[config.mk]
export PLATFORM = sky130hd
export DESIGN_NAME = add_sequencer
export DESIGN_NICKNAME = d
export VERILOG_FILES = /design/src/rtl/add_sequencer.sv
export SDC_FILE = /design/constraint.sdc
export NUM_CORES = 1
export LEC_CHECK = 0
export CAP_MARGIN = 25
export CELL_PAD_IN_SITES_DETAIL_PLACEMENT = 0
export CELL_PAD_IN_SITES_GLOBAL_PLACEMENT = 1
export CORE_MARGIN = 2
export CORE_UTILIZATION = 33
export DETAILED_ROUTE_END_ITERATION = 12
export GPL_ROUTABILITY_DRIVEN = 0
export PLACE_DENSITY = 0.82
export SLEW_MARGIN = 0
export SYNTH_ARGS = -nofsm -noshare
export SYNTH_HDL_FRONTEND = slang
export SYNTH_SLANG_ARGS = --single-unit
[constraint.sdc]
create_clock -name Clk -period 4.4 [get_ports Clk]
set_input_delay 0.44 -clock Clk [delete_from_list [all_inputs] [get_ports Clk]]
set_output_delay 0.44 -clock Clk [all_outputs]
set_load 0.05 [all_outputs]
[src/rtl/add_sequencer.sv]
// add_sequencer: arbitrates two requesters onto one external 8-bit
// ripple-carry adder and performs an NBYTES-wide addition one byte per cycle.
// Byte 0 (least significant) goes first. The carry of each byte is fed into
// the next byte. The finished sum and its final carry-out stay on
// Result/CoutOut until the next operation starts overwriting them.
// NBYTES must be in the range 1..8.
module add_sequencer #(
  parameter int NBYTES = 4
) (
  input  logic                Clk,
  input  logic                Rst,
  input  logic                Req0,
  input  logic                Req1,
  input  logic [8*NBYTES-1:0] A0,
  input  logic [8*NBYTES-1:0] B0,
  input  logic [8*NBYTES-1:0] A1,
  input  logic [8*NBYTES-1:0] B1,
  input  logic                Cin0,
  input  logic                Cin1,
  output logic                Gnt0,
  output logic                Gnt1,
  output logic                Done0,
  output logic                Done1,
  output logic [8*NBYTES-1:0] Result,
  output logic                CoutOut,
  output logic                Busy,
  output logic [7:0]          AddA,
  output logic [7:0]          AddB,
  output logic                AddCin,
  input  logic [7:0]          AddS,
  input  logic                AddCout
);

  localparam int W  = 8 * NBYTES;
  localparam int CW = (NBYTES > 1) ? $clog2(NBYTES) : 1;
  localparam logic [CW-1:0] LAST_IDX = CW'(NBYTES - 1);

  typedef enum logic [1:0] {
    S_IDLE = 2'd0,
    S_BUSY = 2'd1,
    S_DONE = 2'd2
  } state_t;

  // Extract byte number i_idx of a W-bit operand.
  function automatic logic [7:0] f_get_byte(input logic [W-1:0] i_v, input logic [CW-1:0] i_idx);
    logic [7:0] v_b;
    v_b = 8'd0;
    for (int i = 0; i < NBYTES; i++) begin
      v_b = v_b | ((i_idx == CW'(i)) ? i_v[8*i +: 8] : 8'd0);
    end
    return v_b;
  endfunction

  // Replace byte number i_idx of a W-bit word and leave the other bytes alone.
  function automatic logic [W-1:0] f_put_byte(input logic [W-1:0] i_v, input logic [CW-1:0] i_idx,
                                              input logic [7:0] i_b);
    logic [W-1:0] v_o;
    v_o = i_v;
    for (int i = 0; i < NBYTES; i++) begin
      v_o[8*i +: 8] = (i_idx == CW'(i)) ? i_b : i_v[8*i +: 8];
    end
    return v_o;
  endfunction

  // FSM state
  state_t          r_state;
  state_t          w_state_nxt;

  // Arbitration
  logic            r_ptr;        // requester that wins a tie
  logic            r_owner;      // requester currently being served
  logic            w_req_any;
  logic            w_pick;
  logic            w_owner_nxt;

  // Datapath
  logic [W-1:0]    r_a;
  logic [W-1:0]    r_b;
  logic            r_carry;
  logic [CW-1:0]   r_cnt;
  logic [W-1:0]    r_result;
  logic            r_cout;

  // Registered status outputs and their next values
  logic            r_gnt0;
  logic            r_gnt1;
  logic            r_done0;
  logic            r_done1;
  logic            r_busy;
  logic            w_gnt0_nxt;
  logic            w_gnt1_nxt;
  logic            w_done0_nxt;
  logic            w_done1_nxt;
  logic            w_busy_nxt;

  // Pick a requester: a lone request wins. On a tie, the round-robin pointer decides.
  always_comb begin
    w_req_any = Req0 | Req1;
    if (Req0 && Req1) begin
      w_pick = r_ptr;
    end else if (Req1) begin
      w_pick = 1'b1;
    end else begin
      w_pick = 1'b0;
    end
  end

  // FSM state register; reset forces IDLE regardless of pending requests.
  always_ff @(posedge Clk) begin
    if (Rst) begin
      r_state <= S_IDLE;
    end else begin
      r_state <= w_state_nxt;
    end
  end

  // Next-state logic: requests are only looked at in IDLE.
  always_comb begin
    w_state_nxt = r_state;
    case (r_state)
      S_IDLE: begin
        if (w_req_any) begin
          w_state_nxt = S_BUSY;
        end else begin
          w_state_nxt = S_IDLE;
        end
      end
      S_BUSY: begin
        if (r_cnt == LAST_IDX) begin
          w_state_nxt = S_DONE;
        end else begin
          w_state_nxt = S_BUSY;
        end
      end
      S_DONE: begin
        w_state_nxt = S_IDLE;
      end
      default: begin
        w_state_nxt = S_IDLE;
      end
    endcase
  end

  // Output decode from the upcoming state, so grant/done/busy can be registered
  // and still line up with the state they describe.
  always_comb begin
    if (r_state == S_IDLE) begin
      w_owner_nxt = w_pick;
    end else begin
      w_owner_nxt = r_owner;
    end
    w_busy_nxt  = (w_state_nxt != S_IDLE);
    w_gnt0_nxt  = w_busy_nxt & ~w_owner_nxt;
    w_gnt1_nxt  = w_busy_nxt &  w_owner_nxt;
    w_done0_nxt = (w_state_nxt == S_DONE) & ~w_owner_nxt;
    w_done1_nxt = (w_state_nxt == S_DONE) &  w_owner_nxt;
  end

  // Status output registers.
  always_ff @(posedge Clk) begin
    if (Rst) begin
      r_gnt0  <= 1'b0;
      r_gnt1  <= 1'b0;
      r_done0 <= 1'b0;
      r_done1 <= 1'b0;
      r_busy  <= 1'b0;
    end else begin
      r_gnt0  <= w_gnt0_nxt;
      r_gnt1  <= w_gnt1_nxt;
      r_done0 <= w_done0_nxt;
      r_done1 <= w_done1_nxt;
      r_busy  <= w_busy_nxt;
    end
  end

  // Datapath: operand capture at the grant, byte-serial accumulation during
  // BUSY, pointer hand-over in DONE.
  always_ff @(posedge Clk) begin
    if (Rst) begin
      r_ptr    <= 1'b0;
      r_owner  <= 1'b0;
      r_a      <= '0;
      r_b      <= '0;
      r_carry  <= 1'b0;
      r_cnt    <= '0;
      r_result <= '0;
      r_cout   <= 1'b0;
    end else begin
      case (r_state)
        S_IDLE: begin
          if (w_req_any) begin
            r_owner <= w_pick;
            r_a     <= w_pick ? A1 : A0;
            r_b     <= w_pick ? B1 : B0;
            r_carry <= w_pick ? Cin1 : Cin0;
            r_cnt   <= '0;
          end
        end
        S_BUSY: begin
          r_result <= f_put_byte(r_result, r_cnt, AddS);
          r_carry  <= AddCout;
          r_cnt    <= r_cnt + CW'(1);
          // CoutOut changes only when the final byte finishes, so the
          // previous carry stays on CoutOut while bytes are accumulating.
          if (r_cnt == LAST_IDX) begin
            r_cout <= AddCout;
          end
        end
        S_DONE: begin
          r_ptr <= ~r_owner;
        end
        default: begin
          r_cnt <= '0;
        end
      endcase
    end
  end

  // Feed the current byte slice to the external adder. Outside BUSY it sees zeros.
  always_comb begin
    if (r_state == S_BUSY) begin
      AddA   = f_get_byte(r_a, r_cnt);
      AddB   = f_get_byte(r_b, r_cnt);
      AddCin = r_carry;
    end else begin
      AddA   = 8'd0;
      AddB   = 8'd0;
      AddCin = 1'b0;
    end
  end

  assign Gnt0    = r_gnt0;
  assign Gnt1    = r_gnt1;
  assign Done0   = r_done0;
  assign Done1   = r_done1;
  assign Busy    = r_busy;
  assign Result  = r_result;
  assign CoutOut = r_cout;

endmodule
After elaboration in Yosys (flattened, before gate mapping)

Cells that the tools add are included.

Bits of input ports: 143
Output and inout bits: 55
Bits in registers: 109
Logic and storage cells: 75

Equal/unequal tests: 7
Bitwise gates (word level): 14
Multiplexer cells: 24
Add/subtract/negate cells: 1
Reduce and logical (&&, ||, !) cells: 12

Operators with widths:

| operator            | count |
|---|---|
| $mux 8              | 10 |
| $mux 32             | 2 |
| $or 8x8->8          | 6 |
| $reduce_and 2->1    | 7 |
| $eq 2x2->1 const B  | 4 |
| $mux 1              | 7 |
| $pmux 2 s3          | 1 |
| $and 1x1->1         | 4 |
| $eq 2x1->1 const B  | 2 |
| $logic_not 2->1     | 2 |
| $mux 2              | 2 |
| $pmux 2 s2          | 1 |
| $reduce_bool 2->1   | 2 |
| $not 1->1           | 3 |
| $add 2x1->2 const B | 1 |
| $ne 2x2->1 const B  | 1 |
| $pmux 1 s2          | 1 |
| $logic_and 1x1->1   | 1 |
| $or 1x1->1          | 1 |

Longest topological paths before layout

Gate-level depths: netlist of the first run.

Depth after elaboration: 6
Mapped depth: 6
Mapped depth without buffers: 5

Worst setup path before layout of the first run

Ideal clock, no wire load.

Path kind: reg2out
From: register r_cnt[0]
To: output AddB[5]
Cell stages (with the launch flop): 6
Setup slack: 1.979 ns
Path buffers: 2
Data arrival time: 1.981 ns
Cell sequence: dfxtp_1 -> ha_1 -> clkbuf_1 -> clkbuf_1 -> a22oi_1 -> a21oi_1

Word-level cells in the longest chain between the ends: 6
Elaborated cells between the ends (all ways): 12

RTL lines:

| what                                                 | line | source |
|---|---|---|
| from (decl)                                          | 80   | `logic [CW-1:0] r_cnt;` |
| from (signal assigned)                               | 202  | `r_cnt <= r_cnt + CW'(1);` |
| $eq 2x1->1 / $logic_not 2->1 (equally long branches) | 49   | `v_b = v_b \| ((i_idx == CW'(i)) ? i_v[8*i +: 8] : 8'd0);` |
| $mux 8                                               | 49   |  |
| $or 8x8->8 (2 in a row)                              | 49   |  |
| $or 8x8->8 *                                         | 49   |  |
| $mux 8 *                                             | 221  | `if (r_state == S_BUSY) begin` |
| to (decl)                                            | 28   | `output logic [7:0] AddB,` |

Mark *: on every way between the ends. The rest lies on a longest branch, timed or not.

Final worst setup path of the first run

From: register r_cnt[0]
To: output AddB[7]

The elaborated chain is that of the path after synthesis.

==> results of run 1 <==
cell type report:
class,instances,share of cell area
timing repair buffer,206,0.283
clock inverter,3,0.00594
tap,188,0.0319
clock buffer,13,0.0353
sequential,109,0.296
inverter,5,0.00254
multi-input combinational,451,0.345
through the flow:
step / utilization / hold slack (ns) / setup slack [ns]
6_report: 0.491 / 0.464 / 0.984
5_1_grt: 0.491 / 0.477 / 0.821
3_3_place_gp: 0.465 / 0.445 / 1.40
4_1_cts: 0.487 / 0.464 / 0.965
2_1_floorplan: - / 0.472 / 1.98
3_5_place_dp: 0.466 / 0.454 / 1.35
worst min-delay path: stages (launching register included):
cell and delay, ns:
dfxtp_1 0.31, nand2_1 0.05, a21oi_1 0.05
flip-flops by register name, indices dropped and copies added, names as in the netlist:
register	count
r_carry	1
Gnt0	1
r_b	32
Result	32
Busy	1
CoutOut	1
r_owner	1
r_a	32
r_state	2
Done0	1
r_cnt	2
Done1	1
Gnt1	1
r_ptr	1
power breakdown:
part,internal (W),total [W],switching (W),leakage [nW]
combinational,0.000253,0.000552,0.000299,1.57
clock,0.000473,0.000817,0.000344,0.150
sequential,0.00106,0.00111,0.0000518,0.897
layer usage:
metal / global-route usage / vias up
met5: 0 / -
met4: 0.0517 / 0
met3: 0.0494 / 18
met2: 0.313 / 219
met1: 0.269 / 2415
li1: - / 2493
worst paths after layout:
kind                                 start    endpoint  cells after the start
worst min-delay path            Result[16]  Result[16]                      2
worst max-delay path              r_cnt[0]     AddB[7]                      5
worst max register to register    r_cnt[0]   Result[7]                      5
worst min register to register  Result[16]  Result[16]                      2
kinds of logic after synthesis:
group	count (synthesis)
muxes	1
and+or+nand+nor	288
adders and majority gates	4
AOI/OAI and AO/OA	158
DFF	109
buffers and inverters	65
cells in the final DEF, fill, tap and decap left out, types with 3 or more instances in the layout:
master	n
a21oi_1	53
a22oi_1	33
a311oi_1	35
a311oi_2	30
and2_1	3
buf_4	6
clkbuf_16	9
clkdlybuf4s50_1	196
dfxtp_1	109
ha_1	4
inv_1	5
nand2_1	176
nand2b_1	3
nand3_1	24
nor2_1	72
nor3_1	4
or3_1	3
==> run summary, run 1 <==
Period utilisation layout = 0.776
Status = finished, final reports clean
Initial antenna violation count = 0
Placed Instances = 956
Storage cell area = 2180 µm²
Clock root buffer = clkbuf_16
Post-synthesis adder-cell area fraction = 0.0100
Top FF cell, synth = dfxtp_1
Critical path data required time = 3.96 ns
Pwr Total = 0.00248 W
PortBufs = 197
Seq/Total Area, Yosys = 0.436
Placed instance area = 7010 µm²
Final Hold Viols = 0
#FFs+latches synth = 109
Skew-Pair Late Insertion Delay = 0.34 ns
CTS tree = yes
Wl on met1 = 7410 µm
Setup TNS Final = 0 ns
Crit path launch type = flop
Layout Cells excl Fill = 975
Top cells by area, synth = dfxtp_1, nand2_1, a311oi_2, a311oi_1, nor2_1
Max frequency = 293 MHz
RSZ-0062 raised after global routing = no
Main combinational cell family by area after synthesis = compound AO/OA/AOI/OAI gates
Worst slew pin tran = 1.03 ns
Overflow after GRT = 0
Filler Cells Inserted = 1425
Post-synth EDFFs = 0
Final slew viol count = 0
Vias = 5145
Most frequent cells after synthesis = nand2_1, dfxtp_1, nor2_1
Setup slack, reg-to-reg = 2.32 ns
Post-CTS Hold Fix Bufs = 0
Worst slew margin relative to its limit = 0.311
Synth unique cells = 28
CP Buf/Inv Count = 2
Site Rows = 45
Crit end category = output pin
Pwr/cell area = 336 nW/µm²
Total GRT Usage = 0.197
Critical path fanouts, max = 25
CP Cell Sequence = inv_1 -> ha_1 -> a22oi_1 -> a21oi_1 -> clkdlybuf4s50_1
Ys async rst share = 0
Final setup viols = 0
Post-CTS Setup Inserts = 0
Mux cell area share after synthesis = 0.00200
Synth Instances = 625
Finished Cell Area = 7380 µm²
Final HPWL DP = 11700 µm
Share of cells above drive strength 1 = 0.0762
Largest net degree at the start of global routing = 95
Routed wl met2 = 7170 µm
Path type of the worst setup path = flop to output pin
Maxcap violations = 0
Routed WL = 16100 µm
Routed len/inst = 16.6 µm
Mapped Nets = 772
Starting density of the core = 0.333
Crit path time final = 3.42 ns
CTS clk-pin slew, worst paths = 0.07 ns
Core area = 15000 µm²
CTS Sinks = 109
Drt via density = 5.28
Layout Nets = 929
Top delay family on crit path = buffers and inverters
CTS Buf Count = 9
Htree depth = 3
First-pass GRT wire length = 25300 µm
Cell with the most instances after synthesis = nand2_1
Die Wd = 127 µm
Die Ht = 127 µm
Die area = 16200 µm²
Delay of the slowest cell on the worst path = 0.86 ns
Dominant cell type by area after synthesis = dfxtp_1
Synthesized cell area = 5010 µm²
Layout Skew = 0.00684 ns
CTS-repair resized insts = 0
Number of DRC markers in iteration 0 = 373
Area grow syn2layout = 47.4%
Worst path arrival time = 2.98 ns
Clk buf depth = 2
XOR/XNOR Fraction of Synth Area = 0
Worst Hold Class = flop to flop
Vias in the first global route = 5023
Share of synthesized cell area in and, or, nand and nor gates = 0.231
Leakage = 2.62 nW
Post-detailed-route count of antenna-violating nets = 0
Synth top area share = 0.436
Routed length on met3 = 1280 µm
# IOs = 198
Highest routed layer = met4
Compound-Gate Fraction of Synth Area = 0.263
Diode count = 0
DRT Pass-1 Iters = 5
YS warnings = 0
Area taken by multi-input logic gates = 2550 µm²
Worst path slowest cell = clkdlybuf4s50_1
Maximum vdd drop = 0.189 mV
Mean area per synthesized cell = 8.01 µm²
Post-route DRC violation count = 0
No activity file was read; power rests on OpenSTA's default activity.
==> run 2: changes to the inputs <==
Settings changed: CORE_UTILIZATION 33 to 28, PLACE_DENSITY 0.82 to 0.74.
Clock period 4.4 ns to 2.75 ns, I/O delays scaled along.
==> run 2 against run 1 <==
Routed wire length increased by 4.0%; non-clock buffer count is 8 higher; critical endpoint unchanged; design area is 3.9% higher; clock power is 74% higher; setup slack worse by 0.75 ns; register-to-register slack worse by 1.6 ns; power grew 67%; global-route usage shrank 1.9 points.
==> run summary, run 2 (same netlist as run 1, synthesis figures left out) <==
Htree depth = 3
Final slew viol count = 0
First-pass GRT wire length = 25800 µm
Share of cells above drive strength 1 = 0.108
Initial antenna violation count = 0
Delay of the slowest cell on the worst path = 0.63 ns
Power share of the sequential group = 0.428
CTS Sinks = 109
CP Buf/Inv Count = 1
Crit path time final = 2.51 ns
Critical path data required time = 2.48 ns
Commonest non-fill, non-tap cells in the layout = clkdlybuf4s50_1, nand2_1, dfxtp_1
Routed WL = 16800 µm
Area grow syn2layout = 53.0%
Total GRT Usage = 0.178
Period utilisation layout = 0.914
Switching pwr = 0.00115 W
Crit path launch type = flop
Status = finished, final reports clean
Post-detailed-route count of antenna-violating nets = 0
Site Rows = 48
Worst slew margin relative to its limit = 0.446
Critical path fanouts, max = 18
CP Cell Sequence = nand2b_1 -> a21oi_1 -> buf_12
Worst slew pin tran = 0.831 ns
Final setup viols = 0
Routed len/inst = 16.5 µm
Most common cell after layout, fill and taps aside = clkdlybuf4s50_1
Top delay family on crit path = flip-flops
RSZ-0062 raised after global routing = no
Gate power share = 0.228
Starting density of the core = 0.287
Skew-Pair Late Insertion Delay = 0.35 ns
Post-route DRC violation count = 0
Setup TNS Final = 0 ns
Maxcap violations = 0
Leakage = 2.75 nW
Overflow after GRT = 0
Layout Nets = 937
CTS-repair resized insts = 0
CTS Buf Count = 9
Vias = 5085
Clock group share of total power = 0.344
Largest net degree at the start of global routing = 58
Cell-internal power = 0.00299 W
Post-CTS Setup Inserts = 0
# IOs = 198
Final Hold Viols = 0
Pwr/cell area = 540 nW/µm²
DRT Pass-1 Iters = 7
CTS clk-pin slew, worst paths = 0.07 ns
Clock root buffer = clkbuf_16
Number of DRC markers in iteration 0 = 248
Maximum vdd drop = 0.295 mV
Path type of the worst setup path = flop to output pin
Hold WS = 0.386 ns
Worst Hold Class = input port to flop
Final HPWL DP = 12600 µm
CTS tree = yes
Die Ht = 138 µm
Post-CTS Hold Fix Bufs = 0
Max frequency = 398 MHz
Vias in the first global route = 4946
Core area = 17400 µm²
PortBufs = 197
Sw Share = 0.278
Drt via density = 4.99
Worst path slowest cell = dfxtp_1
Diode count = 0
Die Wd = 138 µm
Crit end category = output pin
Die area = 19000 µm²
Clk buf depth = 2
Layout Skew = 0.00470 ns
Worst path arrival time = 2.24 ns
## run 2: cell count changes in the layout (fill, tap and decap cells not counted), sizes merged
| cell | before | now |
|---|---|---|
| clkbuf | 13 | 12 |
| clkdlybuf4s50 | 196 | 179 |
| bufinv | 1 | 2 |
| buf | 10 | 35 |
## run 2: area by class of cell
type	count	area [µm²]
Tap cell	225	282
Inverter	5	18.8
Multi-Input combinational cell	451	2550
Clock inverter	4	70.1
Timing Repair Buffer	214	2300
Clock buffer	12	256
Fill cell	1703	9760
Sequential cell	109	2180
## run 2: per-layer routing
metal,part of all wire,GRT usage,routed length (µm)
met3,0.076,0.0449,1280
met4,0.015,0.0578,257
met1,0.46,0.240,7700
met2,0.45,0.278,7550
met5,0,0,0
## run 2: power groups by stage
stage | Clock, W | Combinational (W) | Sequential (W)
6_report | 0.00142 | 0.000941 | 0.00177
5_1_grt | 0.00153 | 0.00102 | 0.00178
4_1_cts | 0.00146 | 0.000948 | 0.00177
3_5_place_dp | 0 | 0.000946 | 0.00181
3_3_place_gp | 0 | 0.000933 | 0.00180
2_1_floorplan | 0 | 0.000469 | 0.00183
## run 2: worst paths after layout
check / start / to / slack [ns] / depth (start not counted)
max: r_state[0] / AddB[7] / 0.24 / 3
min reg2reg: Result[10] / Result[10] / 0.45 / 2
min: Rst / r_cnt[0] / 0.39 / 2
max reg2reg: r_state[0] / Done1 / 0.72 / 4
## run 2: stage by stage
| step | instance area, µm² | power [W] | util | cells | setup WS [ns] |
|---|---|---|---|---|---|
| after global placement | 7330 | 0.00273 | 0.421 | 1004 | 0.392 |
| final | 7660 | 0.00414 | 0.440 | 1020 | 0.236 |
| after CTS | 7660 | 0.00417 | 0.440 | 1020 | 0.200 |
| after detailed placement | 7330 | 0.00275 | 0.421 | 1004 | 0.305 |
| after floorplan | 5010 | 0.00230 | - | 625 | 0.494 |
| after global routing | 7660 | 0.00433 | 0.440 | 1020 | 0.0826 |
==> run 3: changes to the inputs <==
Settings changed: SETUP_SLACK_MARGIN set to 0.5, SKIP_LAST_GASP set to 1.
==> run 3 against run 2 <==
Via count up 0.75%; clock-buffer cell count unchanged; core utilization is 0.47 points higher; first-iteration DRC count up 20%; setup slack gained 0.33 ns; clock skew barely moved; critical endpoint is now AddA[4].
==> run summary, run 3 (same netlist as run 1, synthesis figures left out) <==
Status = finished, final reports clean
GR peak layer = met2
Worst slew pin tran = 0.647 ns
Vias = 5123
Hold WS = 0.435 ns
Pwr/cell area = 535 nW/µm²
# IOs = 198
Top delay family on crit path = buffers and inverters
Worst path arrival time = 1.91 ns
Final core occ = 0.445
Leakage = 2.75 nW
Drt via density = 5.03
Initial antenna violation count = 0
Worst slew margin relative to its limit = 0.569
Met3 usage = 0.0449
Placed instance area = 7360 µm²
Reg2reg path depth = 5
Final slew viol count = 0
GR Layer Usage met2 = 0.264
Setup slack, reg-to-reg = 1.11 ns
Overflow after GRT = 0
Post-route DRC violation count = 0
Layout Skew = 0.00519 ns
Die Wd = 138 µm
Maxcap violations = 0
Final HPWL DP = 12400 µm
Worst r2r dst = r_a[5]
Commonest non-fill, non-tap cells in the layout = clkdlybuf4s50_1, nand2_1, dfxtp_1
Critical path data required time = 2.48 ns
Layout Cells excl Fill = 1019
Htree depth = 3
Hold path startpoint = Rst
Worst Hold Class = input port to flop
Maximum vdd drop = 0.358 mV
Finished Cell Area = 7740 µm²
Period utilisation layout = 0.795
Max frequency = 457 MHz
RR Startpoint = r_state[1]
Crit path time final = 2.19 ns
Share of cells above drive strength 1 = 0.128
Grt met1 use = 0.245
Die Ht = 138 µm
Crit end category = output pin
DRT Pass-1 Iters = 5
Final Hold Viols = 0
CTS-repair resized insts = 8
Most common cell after layout, fill and taps aside = clkdlybuf4s50_1
Routed WL = 16700 µm
CTS clk-pin slew, worst paths = 0.07 ns
Post-detailed-route count of antenna-violating nets = 0
Layout Nets = 936
CP Cell Sequence = inv_1 -> ha_4 -> buf_4 -> a22oi_1 -> a21oi_1 -> buf_12
CP Buf/Inv Count = 3
Path type of the worst setup path = flop to output pin
Critical path fanouts, max = 11
Starting density of the core = 0.287
Post-CTS Hold Fix Bufs = 0
Diode count = 0
Delay of the slowest cell on the worst path = 0.36 ns
Setup TNS Final = 0 ns
Placed Instances = 1003
Site Rows = 48
Core area = 17400 µm²
First-pass GRT wire length = 25800 µm
Filler Cells Inserted = 1712
Die area = 19000 µm²
Vias in the first global route = 4902
CTS tree = yes
Routed len/inst = 16.4 µm
Number of DRC markers in iteration 0 = 298
Largest net degree at the start of global routing = 101
RSZ-0062 raised after global routing = yes
WHS Endpoint = r_cnt[1]
Hold path cells = 2
Total GRT Usage = 0.177
PortBufs = 197
Storage cell area = 2180 µm²
Area grow syn2layout = 54.7%
Clk buf depth = 2
Area taken by multi-input logic gates = 2630 µm²
Worst path slowest cell = dfxtp_2
Clock root buffer = clkbuf_16
Crit path launch type = flop
CTS Sinks = 109
Final setup viols = 0
Post-CTS Setup Inserts = 0
Skew-Pair Late Insertion Delay = 0.35 ns
CTS Buf Count = 9
[run 3: changes by cell type in the layout (fill, tap and decap cells not counted), sizes merged]
| cell | change |
|---|---|
| buf | -1 |
[run 3: layer usage]
metal / share of wire / vias to the layer above / routed length, µm
met2: 0.43 / 218 / 7230
met3: 0.085 / 23 / 1430
met1: 0.46 / 2373 / 7660
met5: 0 / - / 0
li1: - / 2509 / -
met4: 0.023 / 0 / 380
[run 3: final cells by class]
cell class / instances / area share
tap: 225 / 0.0364
sequential: 109 / 0.282
clock buffer: 12 / 0.0331
inverter: 5 / 0.00242
timing repair buffer: 213 / 0.297
multi-input combinational: 451 / 0.340
clock inverter: 4 / 0.00905
[run 3: where the power goes]
part / switching [W] / internal, W / total (W)
clock: 0.000571 / 0.000845 / 0.00142
sequential: 0.0000782 / 0.00170 / 0.00178
combinational: 0.000499 / 0.000451 / 0.000950
total: 0.00115 / 0.00299 / 0.00414
[run 3: stage by stage]
| stage | total power [W] | setup WS [ns] |
|---|---|---|
| floorplan | 0.00231 | 0.517 |
| global placement | 0.00274 | 0.712 |
| detailed placement | 0.00275 | 0.628 |
| CTS | 0.00418 | 0.489 |
| global route | 0.00433 | 0.498 |
| finish | 0.00414 | 0.563 |
[run 3: how the worst max path moves through the flow]
stage               slack, ns       to  cells past startpoint      from
floorplan                0.52  AddA[2]                      6  r_cnt[0]
global placement         0.71  r_a[31]                      6      Req1
detailed placement       0.63  r_a[27]                      6      Req1
CTS                      0.49  AddA[4]                      6  r_cnt[0]
global route             0.50  AddB[7]                      6  r_cnt[1]
finish                   0.56  AddA[4]                      6  r_cnt[0]
